`config.mk`:
```
export PLATFORM = sky130hd
export DESIGN_NAME = if_stage
export DESIGN_NICKNAME = d
export VERILOG_FILES = /design/src/rtl/if_stage.sv
export SDC_FILE = /design/constraint.sdc
export NUM_CORES = 1
export LEC_CHECK = 0
export CAP_MARGIN = 20
export CELL_PAD_IN_SITES_DETAIL_PLACEMENT = 1
export CELL_PAD_IN_SITES_GLOBAL_PLACEMENT = 1
export CORE_MARGIN = 3
export CORE_UTILIZATION = 34
export DETAILED_ROUTE_END_ITERATION = 12
export GPL_TIMING_DRIVEN = 0
export PLACE_DENSITY = 0.87
export SYNTH_ARGS = -nofsm -noshare
export SYNTH_HDL_FRONTEND = slang
export SYNTH_SLANG_ARGS = --single-unit
```
`constraint.sdc`:
```
create_clock -name clk -period 3.37 [get_ports clk]
set_input_delay 0.674 -clock clk [delete_from_list [all_inputs] [get_ports clk]]
set_output_delay 0.674 -clock clk [all_outputs]
set_load 0.01 [all_outputs]
```
`src/rtl/if_stage.sv`:
```
// Instruction-fetch stage: program counter, instruction-memory port and IF/ID register.
// Optional performance counters are enabled by defining IF_PERF_CNT_EN.
module if_stage #(
    parameter logic [31:0] RESET_PC = 32'h0000_0000,
    parameter logic [31:0] NOP      = 32'h0000_0000
) (
    input  logic        clk,
    input  logic        rst_n,
    output logic        imem_req,
    output logic [31:0] imem_addr,
    input  logic [31:0] imem_rdata,
    input  logic        imem_rdy,
    input  logic        stall,
    input  logic        branch,
    input  logic        jump,
    input  logic        jr,
    input  logic        cancel_next,
    input  logic [31:0] id_rs_val,
    output logic [31:0] pc,
`ifdef IF_PERF_CNT_EN
    output logic [31:0] perf_stall_cnt,
    output logic [31:0] perf_flush_cnt,
    output logic [31:0] perf_wait_cnt,
`endif
    output logic [31:0] id_inst,
    output logic [31:0] id_pc4,
    output logic        id_valid
);

    logic [31:0] r_pc;
    logic [31:0] r_id_inst;
    logic [31:0] r_id_pc4;
    logic        r_id_valid;
    logic [31:0] w_pc4;
    logic [31:0] w_br_off;
    logic [31:0] w_target;

    assign w_pc4    = r_pc + 32'd4;
    assign w_br_off = {{14{r_id_inst[15]}}, r_id_inst[15:0], 2'b00};

    // Target comes from the instruction currently in ID, not from the fetch data.
    always_comb begin
        w_target = r_id_pc4 + w_br_off;
        if (jr)
            w_target = id_rs_val;
        else if (jump)
            w_target = {r_id_pc4[31:28], r_id_inst[25:0], 2'b00};
    end

    always_ff @(posedge clk) begin
        if (!rst_n) begin
            r_pc       <= RESET_PC;
            r_id_inst  <= NOP;
            r_id_pc4   <= '0;
            r_id_valid <= 1'b0;
        end else if (stall) begin
            r_pc       <= r_pc;
        end else if (branch) begin
            r_pc <= w_target;
            if (cancel_next || !imem_rdy) begin
                r_id_inst  <= NOP;
                r_id_valid <= 1'b0;
            end else begin
                r_id_inst  <= imem_rdata;
                r_id_pc4   <= w_pc4;
                r_id_valid <= 1'b1;
            end
        end else if (imem_rdy) begin
            r_pc       <= w_pc4;
            r_id_inst  <= imem_rdata;
            r_id_pc4   <= w_pc4;
            r_id_valid <= 1'b1;
        end else begin
            r_id_inst  <= NOP;
            r_id_valid <= 1'b0;
        end
    end

`ifdef IF_PERF_CNT_EN
    logic [31:0] r_stall_cnt;
    logic [31:0] r_flush_cnt;
    logic [31:0] r_wait_cnt;

    always_ff @(posedge clk) begin
        if (!rst_n) begin
            r_stall_cnt <= '0;
            r_flush_cnt <= '0;
            r_wait_cnt  <= '0;
        end else begin
            if (stall)
                r_stall_cnt <= r_stall_cnt + 32'd1;
            if (branch && cancel_next && !stall)
                r_flush_cnt <= r_flush_cnt + 32'd1;
            if (!imem_rdy && !stall)
                r_wait_cnt  <= r_wait_cnt + 32'd1;
        end
    end

    assign perf_stall_cnt = r_stall_cnt;
    assign perf_flush_cnt = r_flush_cnt;
    assign perf_wait_cnt  = r_wait_cnt;
`endif

    assign imem_req  = rst_n;
    assign imem_addr = r_pc;
    assign pc        = r_pc;
    assign id_inst   = r_id_inst;
    assign id_pc4    = r_id_pc4;
    assign id_valid  = r_id_valid;

endmodule

```
* Word level (Yosys, flattened, before mapping)
Index checks and enable logic that the tools add are counted.
** Operators by class
- Add/subtract/negate cells :: 2
- Eq/ne operators :: 1
- Mux-type cells :: 12
- Bitwise gates (word level) :: 1
- Reductions and logical operators :: 5
** Operator list (count)
- $mux W32 :: 9
- $add A32 B3 Y32 const B :: 1
- $add A32 B32 Y32 :: 1
- $mux W1 :: 3
- $reduce_and A3 Y1 :: 1
- $ne A2 B2 Y1 const B :: 1
- $reduce_and A2 Y1 :: 1
- $reduce_bool A2 Y1 :: 1
- $logic_not A1 Y1 :: 1
- $logic_or A1 B1 Y1 :: 1
- $not A1 Y1 :: 1
** Word-level totals
- Register bits :: 97
- Input port bits :: 72
- Output and inout port bits :: 130

* Logic depth before layout (Yosys ltp)
Gate-level depths: netlist (run 1).
- Word-level depth :: 4
- Depth in mapped cells :: 11
- Depth with buffers taken out :: 10

* Worst setup path before layout (run 1)
Ideal clock, no wire load.
- Path type :: register to register
- Start :: reg r_id_inst[0], in the netlist id_inst[0]
- End :: reg r_pc[30], in the netlist imem_addr[30]
- Setup time :: 0.079 ns
- Arrival time :: 2.814 ns
- Data required time :: 3.291 ns
- Setup slack :: 0.476 ns
- Stages on the path, launching flop included :: 11
- Clock period less this slack :: 2.894 ns
- Cells stage by stage :: dfxtp_1 ha_1 fa_1 a211o_1 a211oi_1 or4_1 a21oi_1 o41ai_1 o21ai_0 xnor2_1 a211oi_2
** On the way
- Word-level cells in the longest chain between the ends :: 4
** Ends and longest elaborated chain
- from (decl) :: RTL line 31 : logic [31:0] r_id_inst;
- from (signal assigned) :: RTL line 64 : r_id_inst <= imem_rdata;
- from (signal assigned) :: RTL line 70 : r_id_inst <= imem_rdata;
- $add A32 B32 Y32 :: RTL line 43 : w_target = r_id_pc4 + w_br_off;
- $mux W32 :: RTL line 46 : else if (jump)
- $mux W32 :: RTL line 44 : if (jr)
- $mux W32 :: RTL line 58 : end else if (branch) begin
- to (signal assigned) :: RTL line 57 : r_pc <= r_pc;
- to (signal assigned) :: RTL line 59 : r_pc <= w_target;
- to (signal assigned) :: RTL line 69 : r_pc <= w_pc4;
- to (decl) :: RTL line 30 : logic [31:0] r_pc;
Every way passes these cells.
A chain may end at the register's enable or synchronous reset.

* Worst setup path after layout (run 1)
- Start :: reg r_id_inst[0], in the netlist id_inst[0]
- End :: reg r_pc[28], in the netlist imem_addr[28]
The elaborated chain is that of the path after synthesis.

==> reports/qor.csv, run 1 <==
metric;value;unit
status;finished, final reports clean;
top cell type's share of synthesized area;28.9;%
Final ANT Viol Nets;0;
total CTS buffers;9;
Worst Path Required;3.60;ns
Area contributors post-synth;dfxtp_1, nor2_1, ha_1, a21oi_1, a211oi_1;
critical path's slowest cell;fa_1;
Psw;0.00103;W
worst-path fanout max;4;
via count;7894;
grt met3 use;5.52;%
first-pass GRT wire length;45900;um
met2 usage;44.8;%
port bufs;198;
crit path time final;3.30;ns
Async S/R FF share, synth;0;%
post-synthesis sequential area ratio;28.9;%
Leakage Power;3.52;nW
# diodes;0;
layout net count;1197;
GRT busiest layer;met2;
Post-synth EDFFs;0;
Worst EP arrival;3.52;ns
die area;21500;sq um
Synth Cell Area;6710;sq um
Netlist cell types;66;
grt total ovfl;0;
Worst-Margin Slew;0.779;ns
Synth Net Count;986;
site row count;50;
fin crit share;97.8;%
Layout Cells excl Fill;1359;
vias per std cell;5.81;
Critical Path, Cell by Cell;ha_1 -> fa_1 -> a211o_1 -> a211oi_4 -> or4_1 -> a21oi_1 -> o41ai_2 -> buf_4 -> xor2_1 -> o21a_1 -> o22ai_1;
Clk network pwr share;34.6;%
Slew Limit Headroom;48.1;%
Switching Share;31.9;%
combinational power share;25.5;%
Pint;0.00221;W
CTS Buffer Depth;2;
Setup crit end kind;flop;
crit-path max cell delay;0.48;ns
CTS tree;built;
Final Hold Fails;0;
Pwr Density;344;nW/um^2
Slew Limit Fails;0;
clk slew on worst S/H paths;0.07;ns
Core Footprint;19100;sq um
Yosys top cell by area;dfxtp_1;
peak supply drop;0.244;mV
layout cell share with drive strength beyond 1;6.92;%
top_reg_cell synth;dfxtp_1;
worst clock skew;0.0103;ns
Residual DRC;0;
Seq cells post-synth;97;
Final Setup Violations;0;
top-count cell post-synth;nor2_1;
worst hold path type;flop to flop;
largest net degree at the start of global routing;20;
GR Util met1;34.5;%
RD Place Congestion;0.938;
Yosys warning total;0;
Max Clk Rate;0.303;GHz
max_cap viols;0;
worst skew pair latency;0.36;ns
placed insts;1341;
1st-iter DRT viols;584;
Critical Path Source Type;flop;
Area Growth Syn to Fin;40.2;%
register share of total power;39.9;%
Die Wd;147;um
Setup Total Neg Slack;0;ns
initial antenna violation count;0;
vias in the first global route;7994;
WL final;29700;um
IO Pins;202;
WL/cell;21.8;um
Clock H-tree levels;3;
Post-DP HPWL;22800;um
Post-Syn Area per Cell;7.60;sq um
Place WS;-0.337;ns
Post-CTS Hold Buffers;0;
power consumption;0.00324;W
kind of critical path;flop to flop;
Initial Util;35.2;%
total track usage;27.0;%
# clock sinks;97;
DR pass1 iterations;5;
Die Span Y;147;um
worst setup margin;0.0746;ns
top post-synthesis cells by count;nor2_1, dfxtp_1, nand2_1, clkbuf_1, a21oi_1;
r2r setup slk;0.07;ns
Root Driver;clkbuf_16;
cells after synthesis;883;
-- flip-flops by register name, indices dropped and copies added, names as in the netlist --
register / count
id_inst: 32
id_pc4: 32
id_valid: 1
imem_addr: 32
-- cells in the final DEF, fill, tap and decap left out, types with 11 or more instances in the layout --
cell	n
a211oi_1	35
a21o_1	16
a21oi_1	59
a22oi_1	35
a31oi_1	13
buf_4	38
clkbuf_1	63
clkdlybuf4s50_1	198
dfxtp_1	96
ha_1	30
nand2_1	67
nand3_1	20
nand4_1	11
nor2_1	124
nor3_1	20
o211ai_1	16
o21ai_0	55
xnor2_1	25
xor2_1	28
-- cells by family after synthesis --
kind of cell / Yosys count / synth area share, %
XOR/XNOR: 53 / 6.91
buffers and inverters: 113 / 8.42
adder cells (fa/ha/maj): 31 / 5.89
flip-flops: 97 / 28.9
multiplexers: 7 / 1.04
AO/OA/AOI/OAI: 291 / 28.9
AND/OR/NAND/NOR: 291 / 19.9
-- metrics by stage --
step | area [sq um] | util (%) | hold slack [ns]
detailed placement | 9020 | 47.3 | 0.470
CTS | 9360 | 49.0 | 0.483
global route | 9420 | 49.3 | 0.516
finish | 9420 | 49.3 | 0.483
global placement | 9020 | 47.3 | 0.456
floorplan | 6710 | - | 0.459
-- layout make-up --
class | count | area [sq um]
fill | 2349 | 9670
multi-input combinational | 673 | 4270
timing repair buffer | 201 | 2000
sequential | 97 | 1950
buffer | 104 | 533
tap | 260 | 325
clock buffer | 11 | 243
clock inverter | 5 | 63.8
inverter | 8 | 30.0
-- timing repair --
action                     in CTS  in global routing
cloned                          0                  0
setup buffers                   0                  2
pin swaps                       0                  3
setup endpoints to repair       7                  5
gates resized for setup         5                  8
-- worst max-delay path, delay by kind of cell (launching register included) --
family	cells	cell delay, ns
DFF	1	0.35
adders and majority gates	2	0.74
xor gates and xnor gates	1	0.17
buffers and inverters	1	0.18
AOI/OAI and AO/OA	6	1.46
and+or+nand+nor	1	0.26
-- final timing paths --
check,from,end,depth (start not counted)
max,id_inst[0],imem_addr[28],11
min,id_pc4[1],id_pc4[1],2
max reg2reg,id_inst[0],imem_addr[28],11
min reg2reg,id_pc4[1],id_pc4[1],2
-- routing by layer --
| metal | vias up | share of wire (%) |
|---|---|---|
| met1 | 3858 | 42 |
| met3 | 62 | 8.3 |
| li1 | 3598 | - |
| met5 | - | 0 |
| met2 | 376 | 47 |
| met4 | 0 | 3.2 |
-- power by group through the flow --
stage               sequential (W)  clock, W  combinational (W)
global route               0.00130   0.00117           0.000886
CTS                        0.00129   0.00112           0.000816
floorplan                  0.00132         0           0.000386
detailed placement         0.00132         0           0.000809
global placement           0.00132         0           0.000787
finish                     0.00129   0.00112           0.000825
Note: power is estimated with default switching activity, not from simulation.
==> inputs of run 2 (changes only) <==
--- a/config.mk
+++ b/config.mk
@@ -5,7 +5,6 @@
 export SDC_FILE = /design/constraint.sdc
 export NUM_CORES = 1
 export LEC_CHECK = 0
-export CAP_MARGIN = 20
 export CELL_PAD_IN_SITES_DETAIL_PLACEMENT = 1
 export CELL_PAD_IN_SITES_GLOBAL_PLACEMENT = 1
 export CORE_MARGIN = 3
==> run 2 against run 1 <==
  * Clock skew fell by 0.00074 ns
  * Critical path depth did not move
  * Cell area barely moved
  * First-iteration DRC count rose by 1.4%
  * Flip-flop and latch count did not move
  * Wire length rose by 0.23%
  * Sequential share of layout area barely moved
  * Combinational power barely moved
  * Final cell count barely moved
  * Die area did not move
  * Sequential power barely moved
  * Hold slack got worse by 0.00058 ns
  * Largest cell class unchanged
  * Largest power group unchanged
  * Highest routed layer unchanged
==> reports/qor.csv, run 2 (synthesis gave the netlist of run 1 again) <==
metric;value;unit;change
status;finished, final reports clean;;
total track usage;27.0;%;unchanged
worst setup margin;0.0634;ns;-0.0112 ns
Place WS;-0.337;ns;unchanged
critical path's slowest cell;fa_1;;
Final ANT Viol Nets;0;;unchanged
Slew Limit Headroom;47.5;%;-0.54 points
crit path time final;3.31;ns;+0.0112 ns
site row count;50;;unchanged
worst skew pair latency;0.36;ns;about the same
combinational power share;25.5;%;about the same
1st-iter DRT viols;592;;+1.4%
Final Hold Fails;0;;unchanged
Clk network pwr share;34.6;%;about the same
Initial Util;35.2;%;unchanged
Hold Path End;id_pc4[1];;
RR Startpoint;id_inst[0];;
placed cell area;9020;sq um;unchanged
via count;7932;;+0.48%
FF-to-FF End;imem_addr[28];;
most frequent cells in the layout;clkdlybuf4s50_1, nor2_1, dfxtp_1;;
register area;1950;sq um;unchanged
Critical Path, Cell by Cell;ha_1 -> fa_1 -> a211o_1 -> a211oi_4 -> or4_1 -> a21oi_1 -> o41ai_2 -> buf_4 -> xor2_1 -> o21a_1 -> o22ai_1;;
Final Setup Violations;0;;unchanged
worst clock skew;0.00958;ns;-0.000743 ns
peak supply drop;0.244;mV;about the same
RD Place Congestion;0.938;;unchanged
Max Clk Rate;0.302;GHz;-0.34%
Psw;0.00103;W;about the same
fillers;2349;;unchanged
r2r setup slk;0.06;ns;about the same
Worst-Margin Slew;0.787;ns;+0.00811 ns
# diodes;0;;unchanged
hold path start;id_pc4[1];;
area of the multi-input gates;4270;sq um;about the same
Switching Share;31.9;%;about the same
Clock H-tree levels;3;;unchanged
Worst setup startpoint;id_inst[0];;
CTS Buffer Depth;2;;unchanged
clk slew on worst S/H paths;0.08;ns;about the same
Die Span Y;147;um;unchanged
Worst Path Required;3.60;ns;about the same
Leakage Power;3.51;nW;-0.15%
DR pass1 iterations;5;;unchanged
Post-CTS Hold Buffers;0;;unchanged
IO Pins;202;;unchanged
Root Driver;clkbuf_16;;
WL/cell;21.9;um;+0.30%
crit-path max cell delay;0.48;ns;about the same
grt total ovfl;0;;unchanged
layout net count;1196;;-0.084%
Critical Path Source Type;flop;;
kind of critical path;flop to flop;;
Slew Limit Fails;0;;unchanged
max_cap viols;0;;unchanged
Pint;0.00220;W;about the same
die area;21500;sq um;unchanged
Pwr Density;344;nW/um^2;about the same
commonest non-fill, non-tap cell in the layout;clkdlybuf4s50_1;;
port bufs;198;;unchanged
total CTS buffers;9;;unchanged
# clock sinks;97;;unchanged
WL final;29700;um;+0.23%
WHS Path Cells;2;;unchanged
initial antenna violation count;0;;unchanged
Core Footprint;19100;sq um;unchanged
worst hold path type;flop to flop;;
vias in the first global route;7994;;unchanged
CTS tree;built;;
layout cell share with drive strength beyond 1;6.92;%;about the same
Setup crit end kind;flop;;
Worst EP arrival;3.53;ns;about the same
vias per std cell;5.84;;+0.56%
first-pass GRT wire length;45900;um;unchanged
design area;9410;sq um;about the same
Die Wd;147;um;unchanged
largest net degree at the start of global routing;20;;unchanged
fin crit share;98.1;%;+0.33 points
Area Growth Syn to Fin;40.2;%;about the same
worst-path fanout max;4;;unchanged
Reg2Reg Depth;11;;unchanged
Post-DP HPWL;22800;um;unchanged
Residual DRC;0;;unchanged
register share of total power;40.0;%;about the same
[run 2: power by group through the flow]
| stage | Sequential, W | Clock (W) | Combinational [W] |
|---|---|---|---|
| global placement | 0.00132 | 0 | 0.000787 |
| CTS | 0.00129 | 0.00112 | 0.000816 |
| global route | 0.00130 | 0.00117 | 0.000886 |
| floorplan | 0.00132 | 0 | 0.000386 |
| finish | 0.00129 | 0.00112 | 0.000824 |
| detailed placement | 0.00132 | 0 | 0.000809 |
[run 2: cell type report]
cell class                 instances  share of cell area [%]
sequential                        97                    20.7
clock inverter                     5                   0.678
tap                              260                    3.46
buffer                           104                    5.66
multi-input combinational        673                    45.4
clock buffer                      11                    2.58
inverter                           8                   0.319
timing repair buffer             200                    21.2
[run 2: worst max path at each step]
stage | slack, ns | to | cells past startpoint
2_1_floorplan | 0.48 | imem_addr[30] | 10
3_3_place_gp | -0.21 | imem_addr[27] | 10
3_5_place_dp | -0.34 | imem_addr[27] | 10
4_1_cts | 0.009 | imem_addr[27] | 10
5_1_grt | -0.006 | imem_addr[28] | 11
6_report | 0.06 | imem_addr[28] | 11
[run 2: stage by stage]
stage               util (%)  setup TNS [ns]  power, W  std cells  hold slack (ns)
global route            49.3        -0.00576   0.00336       1358            0.516
CTS                     49.0               0   0.00323       1357            0.483
finish                  49.3               0   0.00324       1358            0.482
detailed placement      47.3           -3.73   0.00213       1341            0.470
floorplan                  -               0   0.00171        883            0.459
global placement        47.3          -0.908   0.00210       1341            0.456
[run 2: repair_timing]
action	CTS	global route
gates resized for setup	5	9
setup endpoints to repair	7	11
setup buffers	0	2
hold endpoints to repair	0	0
pin swaps	0	3
[run 2: worst max-delay path, delay by kind of cell, from the launching register on]
family	cells	cell delay, ns
compound gates	6	1.47
simple gates	1	0.26
xor+xnor	1	0.16
buf+inv	1	0.18
fa+ha+maj	2	0.74
flops	1	0.35
[run 2: routing by layer]
metal / share of wire (%) / track usage (%) / routed length, um
met5: 0 / 0 / 0
met4: 3.0 / 10.2 / 896
met3: 8.9 / 5.52 / 2640
met1: 41 / 34.5 / 12300
met2: 47 / 44.8 / 13900
